File: config.mk
export PLATFORM = sky130hd
export DESIGN_NAME = tomasulo_issue_flat
export DESIGN_NICKNAME = d
export VERILOG_FILES = /design/src/rtl/tomasulo_issue_if.sv /design/src/rtl/tomasulo_issue.sv /design/src/flat_wrapper.sv
export SDC_FILE = /design/constraint.sdc
export NUM_CORES = 1
export LEC_CHECK = 0
export BUFFER_PORTS_ARGS = -buffer_cell sky130_fd_sc_hd__buf_2
export CORE_AREA = 5 5 141 143
export DETAILED_ROUTE_END_ITERATION = 8
export DIE_AREA = 0 0 146 148
export PLACE_DENSITY = 0.56
export SLEW_MARGIN = 20
export SYNTH_ARGS = -nofsm -noshare
export SYNTH_HDL_FRONTEND = slang
export SYNTH_SLANG_ARGS = --single-unit
File: constraint.sdc
create_clock -name vclk -period 2
set_input_delay 0.1 -clock vclk [all_inputs]
set_output_delay 0.1 -clock vclk [all_outputs]
set_load 0.05 [all_outputs]
File: src/rtl/tomasulo_issue_if.sv
// Shared Tomasulo issue types and the bundle between the issue stage and its neighbours
// (instruction FIFO, register file/status, RS array, LSU, CDB).
package tomasulo_pkg;
  localparam int NUM_ALU_RS   = 3;
  localparam int NUM_SHIFT_RS = 2;
  localparam int NUM_RS       = NUM_ALU_RS + NUM_SHIFT_RS;

  typedef logic [3:0] rs_tag_t;
  localparam rs_tag_t NO_VAL = 4'd0;

  typedef struct packed {
    rs_tag_t     tag;
    logic [31:0] val;
  } cdb_t;

  typedef enum logic [2:0] {
    OP_ADD  = 3'd0,
    OP_SUB  = 3'd1,
    OP_SLT  = 3'd2,
    OP_SLTU = 3'd3,
    OP_XOR  = 3'd4,
    OP_OR   = 3'd5,
    OP_AND  = 3'd6
  } alu_op_t;

  typedef enum logic [1:0] {
    SH_SLL = 2'd0,
    SH_SRL = 2'd1,
    SH_SRA = 2'd2
  } shift_op_t;
endpackage

interface tomasulo_issue_if;
  import tomasulo_pkg::*;

  cdb_t              cdb_i;
  logic [31:0]       iq_data_i;
  logic              iq_empty_i;
  logic              iq_read_o;
  logic [4:0]        reg_rd_addr1_o, reg_rd_addr2_o;
  logic [31:0]       reg_rd_data1_i, reg_rd_data2_i;
  logic [4:0]        reg_tag_addr1_o, reg_tag_addr2_o;
  rs_tag_t           reg_tag1_rd_i, reg_tag2_rd_i;
  logic [4:0]        reg_tag_wr_addr_o;
  rs_tag_t           reg_wr_tag_o;
  logic              reg_tag_wr_en_o;
  logic [NUM_RS-1:0] busy_bus_i;
  logic [NUM_RS-1:0] rs_write_en_o;
  logic [31:0]       rs_value1_o, rs_value2_o;
  rs_tag_t           rs_tag1_o, rs_tag2_o;
  alu_op_t           alu_op_type_o;
  shift_op_t         shift_op_type_o;
  logic              load_o, write_o;
  rs_tag_t           addr_tag_o;
  logic [31:0]       addr_o, offset_o;
  rs_tag_t           data_st_tag_o;
  logic [31:0]       data_st_o;
  rs_tag_t           tag_ld_i;

  modport slave (
    input  cdb_i, iq_data_i, iq_empty_i, reg_rd_data1_i, reg_rd_data2_i,
           reg_tag1_rd_i, reg_tag2_rd_i, busy_bus_i, tag_ld_i,
    output iq_read_o, reg_rd_addr1_o, reg_rd_addr2_o, reg_tag_addr1_o, reg_tag_addr2_o,
           reg_tag_wr_addr_o, reg_wr_tag_o, reg_tag_wr_en_o, rs_write_en_o,
           rs_value1_o, rs_value2_o, rs_tag1_o, rs_tag2_o, alu_op_type_o, shift_op_type_o,
           load_o, write_o, addr_tag_o, addr_o, offset_o, data_st_tag_o, data_st_o
  );

  modport master (
    output cdb_i, iq_data_i, iq_empty_i, reg_rd_data1_i, reg_rd_data2_i,
           reg_tag1_rd_i, reg_tag2_rd_i, busy_bus_i, tag_ld_i,
    input  iq_read_o, reg_rd_addr1_o, reg_rd_addr2_o, reg_tag_addr1_o, reg_tag_addr2_o,
           reg_tag_wr_addr_o, reg_wr_tag_o, reg_tag_wr_en_o, rs_write_en_o,
           rs_value1_o, rs_value2_o, rs_tag1_o, rs_tag2_o, alu_op_type_o, shift_op_type_o,
           load_o, write_o, addr_tag_o, addr_o, offset_o, data_st_tag_o, data_st_o
  );
endinterface

File: src/rtl/tomasulo_issue.sv
// Single-issue Tomasulo dispatch for RV32I ALU/shift/load/store: decodes the FIFO head,
// resolves operands (with same-cycle CDB bypass), allocates a station/LSU slot and renames rd.
module tomasulo_issue
  import tomasulo_pkg::*;
(
  input  logic              clk_i,
  input  logic              reset_i,
  tomasulo_issue_if.slave   bus
);

  typedef struct packed {
    rs_tag_t     tag;
    logic [31:0] val;
  } operand_t;

  localparam logic [6:0] OPC_OP_IMM = 7'b0010011;
  localparam logic [6:0] OPC_OP     = 7'b0110011;
  localparam logic [6:0] OPC_LOAD   = 7'b0000011;
  localparam logic [6:0] OPC_STORE  = 7'b0100011;

  // A CDB hit beats the stale status tag; x0 is always a ready zero.
  function automatic operand_t resolve(input logic [4:0] addr, input rs_tag_t st,
                                       input logic [31:0] rf, input cdb_t cdb);
    operand_t o;
    if (addr == 5'd0) begin
      o.tag = NO_VAL;
      o.val = 32'd0;
    end else if (st == NO_VAL) begin
      o.tag = NO_VAL;
      o.val = rf;
    end else if (st == cdb.tag) begin
      o.tag = NO_VAL;
      o.val = cdb.val;
    end else begin
      o.tag = st;
      o.val = 32'd0;
    end
    return o;
  endfunction

  logic [31:0]       w_instr;
  logic [6:0]        w_opcode;
  logic [2:0]        w_funct3;
  logic [4:0]        w_rd, w_rs1, w_rs2;
  logic [31:0]       w_imm_i, w_imm_s;
  logic              w_is_shift;
  operand_t          w_op1, w_op2;
  logic              w_alu_free, w_sh_free;
  logic [2:0]        w_alu_idx, w_sh_idx;
  logic              w_iq_read, w_tag_wr_en, w_load, w_write;
  logic [NUM_RS-1:0] w_rs_write_en;
  rs_tag_t           w_wr_tag;
  logic [31:0]       w_value2;
  rs_tag_t           w_tag2;
  alu_op_t           w_alu_op;
  shift_op_t         w_shift_op;
  logic              w_active;

  assign w_instr    = bus.iq_data_i;
  assign w_opcode   = w_instr[6:0];
  assign w_rd       = w_instr[11:7];
  assign w_funct3   = w_instr[14:12];
  assign w_rs1      = w_instr[19:15];
  assign w_rs2      = w_instr[24:20];
  assign w_imm_i    = {{20{w_instr[31]}}, w_instr[31:20]};
  assign w_imm_s    = {{20{w_instr[31]}}, w_instr[31:25], w_instr[11:7]};
  assign w_is_shift = (w_funct3 == 3'b001) || (w_funct3 == 3'b101);
  assign w_active   = !reset_i && !bus.iq_empty_i;

  assign w_op1 = resolve(w_rs1, bus.reg_tag1_rd_i, bus.reg_rd_data1_i, bus.cdb_i);
  assign w_op2 = resolve(w_rs2, bus.reg_tag2_rd_i, bus.reg_rd_data2_i, bus.cdb_i);

  // Lowest free station in each class range (descending scan so the lowest index wins).
  always_comb begin
    w_alu_free = 1'b0;
    w_alu_idx  = 3'd0;
    w_sh_free  = 1'b0;
    w_sh_idx   = 3'd0;
    for (int i = NUM_ALU_RS - 1; i >= 0; i--) begin
      if (!bus.busy_bus_i[i]) begin
        w_alu_free = 1'b1;
        w_alu_idx  = 3'(i);
      end else begin
        w_alu_free = w_alu_free;
      end
    end
    for (int i = NUM_RS - 1; i >= NUM_ALU_RS; i--) begin
      if (!bus.busy_bus_i[i]) begin
        w_sh_free = 1'b1;
        w_sh_idx  = 3'(i);
      end else begin
        w_sh_free = w_sh_free;
      end
    end
  end

  // Operation select and second operand (immediate forms bypass rs2).
  always_comb begin
    case (w_funct3)
      3'b000:  w_alu_op = (w_opcode == OPC_OP && w_instr[30]) ? OP_SUB : OP_ADD;
      3'b010:  w_alu_op = OP_SLT;
      3'b011:  w_alu_op = OP_SLTU;
      3'b100:  w_alu_op = OP_XOR;
      3'b110:  w_alu_op = OP_OR;
      3'b111:  w_alu_op = OP_AND;
      default: w_alu_op = OP_ADD;
    endcase
    if (w_funct3 == 3'b001) begin
      w_shift_op = SH_SLL;
    end else if (w_instr[30]) begin
      w_shift_op = SH_SRA;
    end else begin
      w_shift_op = SH_SRL;
    end
    if (w_opcode == OPC_OP_IMM) begin
      w_tag2   = NO_VAL;
      w_value2 = w_is_shift ? {27'd0, w_instr[24:20]} : w_imm_i;
    end else begin
      w_tag2   = w_op2.tag;
      w_value2 = w_op2.val;
    end
  end

  // Issue / stall decision, station strobe and rd rename.
  always_comb begin
    w_iq_read     = 1'b0;
    w_rs_write_en = '0;
    w_tag_wr_en   = 1'b0;
    w_wr_tag      = NO_VAL;
    w_load        = 1'b0;
    w_write       = 1'b0;
    if (w_active) begin
      case (w_opcode)
        OPC_OP_IMM, OPC_OP: begin
          if (w_is_shift && w_sh_free) begin
            w_iq_read     = 1'b1;
            w_rs_write_en = NUM_RS'(1) << w_sh_idx;
            w_wr_tag      = rs_tag_t'({1'b0, w_sh_idx} + 4'd1);
            w_tag_wr_en   = (w_rd != 5'd0);
          end else if (!w_is_shift && w_alu_free) begin
            w_iq_read     = 1'b1;
            w_rs_write_en = NUM_RS'(1) << w_alu_idx;
            w_wr_tag      = rs_tag_t'({1'b0, w_alu_idx} + 4'd1);
            w_tag_wr_en   = (w_rd != 5'd0);
          end else begin
            w_iq_read = 1'b0;
          end
        end
        OPC_LOAD: begin
          if (bus.tag_ld_i != NO_VAL) begin
            w_iq_read   = 1'b1;
            w_load      = 1'b1;
            w_wr_tag    = bus.tag_ld_i;
            w_tag_wr_en = (w_rd != 5'd0);
          end else begin
            w_iq_read = 1'b0;
          end
        end
        OPC_STORE: begin
          if (bus.tag_ld_i != NO_VAL) begin
            w_iq_read = 1'b1;
            w_write   = 1'b1;
          end else begin
            w_iq_read = 1'b0;
          end
        end
        default: w_iq_read = 1'b1;
      endcase
    end else begin
      w_iq_read = 1'b0;
    end
  end

  assign bus.iq_read_o         = w_iq_read;
  assign bus.reg_rd_addr1_o    = w_rs1;
  assign bus.reg_rd_addr2_o    = w_rs2;
  assign bus.reg_tag_addr1_o   = w_rs1;
  assign bus.reg_tag_addr2_o   = w_rs2;
  assign bus.reg_tag_wr_addr_o = w_rd;
  assign bus.reg_wr_tag_o      = w_wr_tag;
  assign bus.reg_tag_wr_en_o   = w_tag_wr_en;
  assign bus.rs_write_en_o     = w_rs_write_en;
  assign bus.rs_value1_o       = w_op1.val;
  assign bus.rs_tag1_o         = w_op1.tag;
  assign bus.rs_value2_o       = w_value2;
  assign bus.rs_tag2_o         = w_tag2;
  assign bus.alu_op_type_o     = w_alu_op;
  assign bus.shift_op_type_o   = w_shift_op;
  assign bus.load_o            = w_load;
  assign bus.write_o           = w_write;
  assign bus.addr_tag_o        = w_op1.tag;
  assign bus.addr_o            = w_op1.val;
  assign bus.offset_o          = (w_opcode == OPC_STORE) ? w_imm_s : w_imm_i;
  assign bus.data_st_tag_o     = w_op2.tag;
  assign bus.data_st_o         = w_op2.val;

  logic w_unused_clk;
  assign w_unused_clk = clk_i;

endmodule

File: src/flat_wrapper.sv
// flat-port wrapper written by rule: the top's interface ports become plain ports
module tomasulo_issue_flat import tomasulo_pkg::*;
  (clk_i, reset_i, bus_cdb_i, bus_iq_data_i, bus_iq_empty_i, bus_reg_rd_data1_i, bus_reg_rd_data2_i, bus_reg_tag1_rd_i, bus_reg_tag2_rd_i, bus_busy_bus_i, bus_tag_ld_i, bus_iq_read_o, bus_reg_rd_addr1_o, bus_reg_rd_addr2_o, bus_reg_tag_addr1_o, bus_reg_tag_addr2_o, bus_reg_tag_wr_addr_o, bus_reg_wr_tag_o, bus_reg_tag_wr_en_o, bus_rs_write_en_o, bus_rs_value1_o, bus_rs_value2_o, bus_rs_tag1_o, bus_rs_tag2_o, bus_alu_op_type_o, bus_shift_op_type_o, bus_load_o, bus_write_o, bus_addr_tag_o, bus_addr_o, bus_offset_o, bus_data_st_tag_o, bus_data_st_o);
  tomasulo_issue_if bus_i ();
  input  logic clk_i;
  input  logic reset_i;
  input wire logic [$bits(bus_i.cdb_i)-1:0] bus_cdb_i;
  input wire logic [$bits(bus_i.iq_data_i)-1:0] bus_iq_data_i;
  input wire logic [$bits(bus_i.iq_empty_i)-1:0] bus_iq_empty_i;
  input wire logic [$bits(bus_i.reg_rd_data1_i)-1:0] bus_reg_rd_data1_i;
  input wire logic [$bits(bus_i.reg_rd_data2_i)-1:0] bus_reg_rd_data2_i;
  input wire logic [$bits(bus_i.reg_tag1_rd_i)-1:0] bus_reg_tag1_rd_i;
  input wire logic [$bits(bus_i.reg_tag2_rd_i)-1:0] bus_reg_tag2_rd_i;
  input wire logic [$bits(bus_i.busy_bus_i)-1:0] bus_busy_bus_i;
  input wire logic [$bits(bus_i.tag_ld_i)-1:0] bus_tag_ld_i;
  output wire logic [$bits(bus_i.iq_read_o)-1:0] bus_iq_read_o;
  output wire logic [$bits(bus_i.reg_rd_addr1_o)-1:0] bus_reg_rd_addr1_o;
  output wire logic [$bits(bus_i.reg_rd_addr2_o)-1:0] bus_reg_rd_addr2_o;
  output wire logic [$bits(bus_i.reg_tag_addr1_o)-1:0] bus_reg_tag_addr1_o;
  output wire logic [$bits(bus_i.reg_tag_addr2_o)-1:0] bus_reg_tag_addr2_o;
  output wire logic [$bits(bus_i.reg_tag_wr_addr_o)-1:0] bus_reg_tag_wr_addr_o;
  output wire logic [$bits(bus_i.reg_wr_tag_o)-1:0] bus_reg_wr_tag_o;
  output wire logic [$bits(bus_i.reg_tag_wr_en_o)-1:0] bus_reg_tag_wr_en_o;
  output wire logic [$bits(bus_i.rs_write_en_o)-1:0] bus_rs_write_en_o;
  output wire logic [$bits(bus_i.rs_value1_o)-1:0] bus_rs_value1_o;
  output wire logic [$bits(bus_i.rs_value2_o)-1:0] bus_rs_value2_o;
  output wire logic [$bits(bus_i.rs_tag1_o)-1:0] bus_rs_tag1_o;
  output wire logic [$bits(bus_i.rs_tag2_o)-1:0] bus_rs_tag2_o;
  output wire logic [$bits(bus_i.alu_op_type_o)-1:0] bus_alu_op_type_o;
  output wire logic [$bits(bus_i.shift_op_type_o)-1:0] bus_shift_op_type_o;
  output wire logic [$bits(bus_i.load_o)-1:0] bus_load_o;
  output wire logic [$bits(bus_i.write_o)-1:0] bus_write_o;
  output wire logic [$bits(bus_i.addr_tag_o)-1:0] bus_addr_tag_o;
  output wire logic [$bits(bus_i.addr_o)-1:0] bus_addr_o;
  output wire logic [$bits(bus_i.offset_o)-1:0] bus_offset_o;
  output wire logic [$bits(bus_i.data_st_tag_o)-1:0] bus_data_st_tag_o;
  output wire logic [$bits(bus_i.data_st_o)-1:0] bus_data_st_o;
  assign bus_i.cdb_i = bus_cdb_i;
  assign bus_i.iq_data_i = bus_iq_data_i;
  assign bus_i.iq_empty_i = bus_iq_empty_i;
  assign bus_i.reg_rd_data1_i = bus_reg_rd_data1_i;
  assign bus_i.reg_rd_data2_i = bus_reg_rd_data2_i;
  assign bus_i.reg_tag1_rd_i = bus_reg_tag1_rd_i;
  assign bus_i.reg_tag2_rd_i = bus_reg_tag2_rd_i;
  assign bus_i.busy_bus_i = bus_busy_bus_i;
  assign bus_i.tag_ld_i = bus_tag_ld_i;
  assign bus_iq_read_o = bus_i.iq_read_o;
  assign bus_reg_rd_addr1_o = bus_i.reg_rd_addr1_o;
  assign bus_reg_rd_addr2_o = bus_i.reg_rd_addr2_o;
  assign bus_reg_tag_addr1_o = bus_i.reg_tag_addr1_o;
  assign bus_reg_tag_addr2_o = bus_i.reg_tag_addr2_o;
  assign bus_reg_tag_wr_addr_o = bus_i.reg_tag_wr_addr_o;
  assign bus_reg_wr_tag_o = bus_i.reg_wr_tag_o;
  assign bus_reg_tag_wr_en_o = bus_i.reg_tag_wr_en_o;
  assign bus_rs_write_en_o = bus_i.rs_write_en_o;
  assign bus_rs_value1_o = bus_i.rs_value1_o;
  assign bus_rs_value2_o = bus_i.rs_value2_o;
  assign bus_rs_tag1_o = bus_i.rs_tag1_o;
  assign bus_rs_tag2_o = bus_i.rs_tag2_o;
  assign bus_alu_op_type_o = bus_i.alu_op_type_o;
  assign bus_shift_op_type_o = bus_i.shift_op_type_o;
  assign bus_load_o = bus_i.load_o;
  assign bus_write_o = bus_i.write_o;
  assign bus_addr_tag_o = bus_i.addr_tag_o;
  assign bus_addr_o = bus_i.addr_o;
  assign bus_offset_o = bus_i.offset_o;
  assign bus_data_st_tag_o = bus_i.data_st_tag_o;
  assign bus_data_st_o = bus_i.data_st_o;
  tomasulo_issue u_core (.clk_i(clk_i), .reset_i(reset_i), .bus(bus_i));
endmodule
# Yosys cells after proc, flatten, opt, wreduce, memory -nomap -nowiden
# Cells that the tools add are included.
# op_classes
muxes,47
add_sub_neg,2
shifts,2
reduce_logical,17
eq_ne,13
# ops
cell,count
$mux W36,6
$mux W32,2
$mux W5,5
$mux W4,5
$mux W1,18
$pmux W3 S6,1
$eq A7 B6 Y1 const B,2
$eq A3 B3 Y1 const B,4
$logic_not A5 Y1,2
$mux W2,5
$eq A4 B4 Y1,2
$logic_not A4 Y1,2
$pmux W4 S2,1
$eq A7 B2 Y1 const B,1
$eq A7 B5 Y1 const B,1
$eq A3 B2 Y1 const B,2
$mux W3,2
$reduce_bool A5 Y1,1
$shl A1 B2 Y5 const A,1
$shl A1 B3 Y5 const A,1
$add A3 B1 Y4 const B,1
$logic_and A1 B1 Y1,4
$pmux W1 S2,2
$reduce_bool A4 Y1,1
6 further kinds,9
# totals
word_cells,81
register_bits,0
out_inout_bits,219
input_bits,152

# Depth between registers and ports, before layout
# depth
word_depth,8
ltp_mapped,6
mapped_depth_nobuf,4

# Least setup slack after synthesis
# Ideal clock, no wire load.
# synth_path
path_type,input port to output port
startpoint,input bus_cdb_i[35]
endpoint,output bus_rs_value1_o[0]
path_buffers,2
arrival_ns,2.427
stages,6
required_time_ns,1.900
path_slack_ns,-0.527
path_cell_list,xor2_1 -> nor4_1 -> clkbuf_1 -> nand3_1 -> a21oi_1 -> buf_4
# synth_between
elab_chain_cells,4
# synth_lines
element,line,text
start: declaration,flat_wrapper.sv:7,input wire logic [$bits(bus_i.cdb_i)-1:0] bus_cdb_i;
$eq A4 B4 Y1,tomasulo_issue.sv:31,end else if (st == cdb.tag) begin
$mux W36,tomasulo_issue.sv:31,
$mux W36,tomasulo_issue.sv:28,end else if (st == NO_VAL) begin
$mux W36,tomasulo_issue.sv:25,if (addr == 5'd0) begin
end: declaration,flat_wrapper.sv:25,output wire logic [$bits(bus_i.rs_value1_o)-1:0] bus_rs_value1_o;
# No other way between the ends.

# Worst setup path after layout
# layout_path
startpoint,input bus_iq_data_i[22]
endpoint,output bus_rs_value2_o[28]
# layout_between
elab_chain_cells,3
# layout_lines
element,line,text
start: declaration,flat_wrapper.sv:8,input wire logic [$bits(bus_i.iq_data_i)-1:0] bus_iq_data_i;
$logic_not A5 Y1,tomasulo_issue.sv:25,
$mux W36,tomasulo_issue.sv:25,
$mux W32,tomasulo_issue.sv:115,if (w_opcode == OPC_OP_IMM) begin
end: declaration,flat_wrapper.sv:26,output wire logic [$bits(bus_i.rs_value2_o)-1:0] bus_rs_value2_o;
# No other way between the ends.

==> impl_metrics.toml <==
[outcome]
outcome = "finished clean"

[pwr]
peakVddDrop_uv = 134
total_power_uw = 1580
power_per_cell_area_mw_per_mm2 = 312
power.static_leakage_uw = 0.00261

[timing]
rsz0062_at_grt = "no"
setup_ws_ps = 51.0
setup-tns-final_ps = 0
worstMarginPinSlew_ps = 675
fin_crit_sh_pct = 97.4
worst_hold_slack_ps = 506
timing_max_transition_violations_final = 0
final-setup-viol-count = 0
hold_viol = 0
achievable_clock_frequency_ghz = 0.513
final.min_clock_period_ps = 1950
slew_headroom_pct = 54.9

[setup_path]
critPathMaxStageDelay_ps = 540
endpoint_kind = "output port"
cell_type_of_the_slowest_stage_on_the_worst_timing_path = "or4_4"
crit_family = "simple AND/OR/NAND/NOR gates"
timing.setup.critical_path_class = "input pin to output port"
crit_path_max_fanout = 21
timing.critical_path.cells = "buf_2, or4_4, nor2_4, buf_12, nor4b_4, buf_12, a221o_1, buf_2"
startpoint_type = "input pin"
cp.required_ps = 1900
cp.buffers_inverters = 4
timing.critical_path.arrival_ps = 1850

[placement]
number_of_input_and_output_port_buffers_inserted = 370
dpl.hpwl_um = 16100
gp_routability_congestion = 0.901
post-place-ws_ps = -75.5

[floorplan]
initial_core_utilization_pct = 15.0
die_x_um = 146
ios = 371
die_area_sq_mm = 0.0216
num_rows = 50
die_h_um = 148
core-area_sq_mm = 0.0185

[synth]
syn_area_cell_sq_um = 6.06
synth_simple_gate_area_share_pct = 39.5
syn_nets = 608
synth_largest_type_area_fraction_pct = 24.5
cell_with_the_most_instances_after_synthesis = "buf_4"
yosysUniqueCellTypes = 37
synthesis.instances = 456
synth_area_leader_cell = "buf_4"
synth_top_family_by_area = "simple AND/OR/NAND/NOR gates"
compound_cell_area_share_of_the_yosys_netlist_pct = 26.6
synth.cells.most_frequent = "buf_4 (90), nand2_1 (49), nand3_1 (43), a21oi_1 (40)"
yosysWarningCount = 0
netlist_area_sq_mm = 0.00276
synth.area.top_cells = "buf_4 (24%), a221o_1 (9.8%), and2_1 (8.8%), nand3_1 (7.8%), a21oi_1 (7.2%)"
yosysSeqAreaShare_pct = 0
post_synthesis_share_of_cell_area_spent_on_xor_and_xnor_gates_pct = 2.54
synth_fa_ha_area_share_pct = 0
synth.mux.area_fraction_pct = 2.04

[layout]
layout.clock_buffers = 0
sequential_cell_area_sq_um = 0
fillers = 2071
layout.sequential_cells = 0
multi_input_comb_area_sq_mm = 0.00246
post_route_cells_drive_above_1_share_pct = 67.1
final_nets = 901
syn2layout_area_growth_pct = 82.7

[worst_hold_path]
hp-class = "input pin to output port"

[drt]
drt_iter0_markers = 165
drt_drc_violations_left = 0
routed_wire_length_per_instance_um = 19.3
postRouteAntennaNets = 0
drt-total-wl_um = 19000
route.vias.total = 4629
detail_route.vias_per_cell = 4.71
drtPass1Iterations = 5

[cts]
holdBufCountCts = 0

[run]
maxCapViolCount = 0

[global_route]
globalRouteOverflowTotal = 0
grt.total_usage_pct = 15.8
grt_max_degree = 32
antenna_found_initial = 2
vias_in_the_first_global_route = 4656
first_pass_grt_wire_length_um = 27200
==> worst paths after layout <==
check	from	endpoint	slack [ps]	cells past startpoint
max	bus_iq_data_i[22]	bus_rs_value2_o[28]	50	8
min	bus_iq_data_i[27]	bus_offset_o[7]	510	2
==> placed cells by master (no fill, tap or decap), types with 3 or more instances in the layout <==
| master | count |
|---|---|
| nor2b_1 | 3 |
| buf_2 | 364 |
| nor2_4 | 3 |
| nor2_1 | 14 |
| nor4_1 | 3 |
| a221o_1 | 27 |
| and2_1 | 39 |
| a21oi_4 | 29 |
| xor2_1 | 8 |
| nor3_1 | 8 |
| or4_1 | 4 |
| nor4_2 | 3 |
| nand3_1 | 43 |
| nor2_2 | 23 |
| nand2_1 | 49 |
| a21oi_2 | 9 |
| mux2_2 | 5 |
| buf_4 | 43 |
| buf_12 | 7 |
| a31oi_1 | 26 |
| o21ai_2 | 5 |
==> per-layer routing <==
| metal | GRT usage, % | up-vias | wire, um |
|---|---|---|---|
| met5 | 0 | - | 13 |
| met4 | 2.30 | 2 | 311 |
| met3 | 3.10 | 23 | 1600 |
| met2 | 30.8 | 293 | 9800 |
| met1 | 18.2 | 2174 | 7260 |
| li1 | - | 2137 | - |
==> stage by stage <==
step | cell area [sq um] | cells | utilization [%]
6_report | 5050 | 982 | 27.3
4_1_cts | 5030 | 981 | 27.2
2_1_floorplan | 3230 | 456 | -
3_3_place_gp | 5000 | 980 | 27.1
5_1_grt | 5040 | 981 | 27.3
3_5_place_dp | 5000 | 980 | 27.1
==> cell type report <==
| type | count | area share (%) |
|---|---|---|
| multi-input cells | 332 | 48.8 |
| inverters | 1 | 0.0744 |
| diodes | 1 | 0.0496 |
| well taps | 234 | 5.80 |
| repair buffers | 414 | 45.3 |
==> kinds of logic after synthesis <==
group,Yosys count
buffers and inverters,124
multiplexers,5
XOR/XNOR,8
AO/OA/AOI/OAI,109
AND/OR/NAND/NOR,210
==> power by group <==
group	switching, uW	internal [uW]
sequential	0	0
clock	0	0.0000668
combinational	1160	418
==> repair_timing <==
action | CTS | global route
resized for setup | 1 | 11
endpoints found under the hold margin | 0 | 0
pin swaps | 1 | 0
setup endpoints to repair | 21 | 21
setup buffers | 1 | 0
No activity file was read; power rests on OpenSTA's default activity.
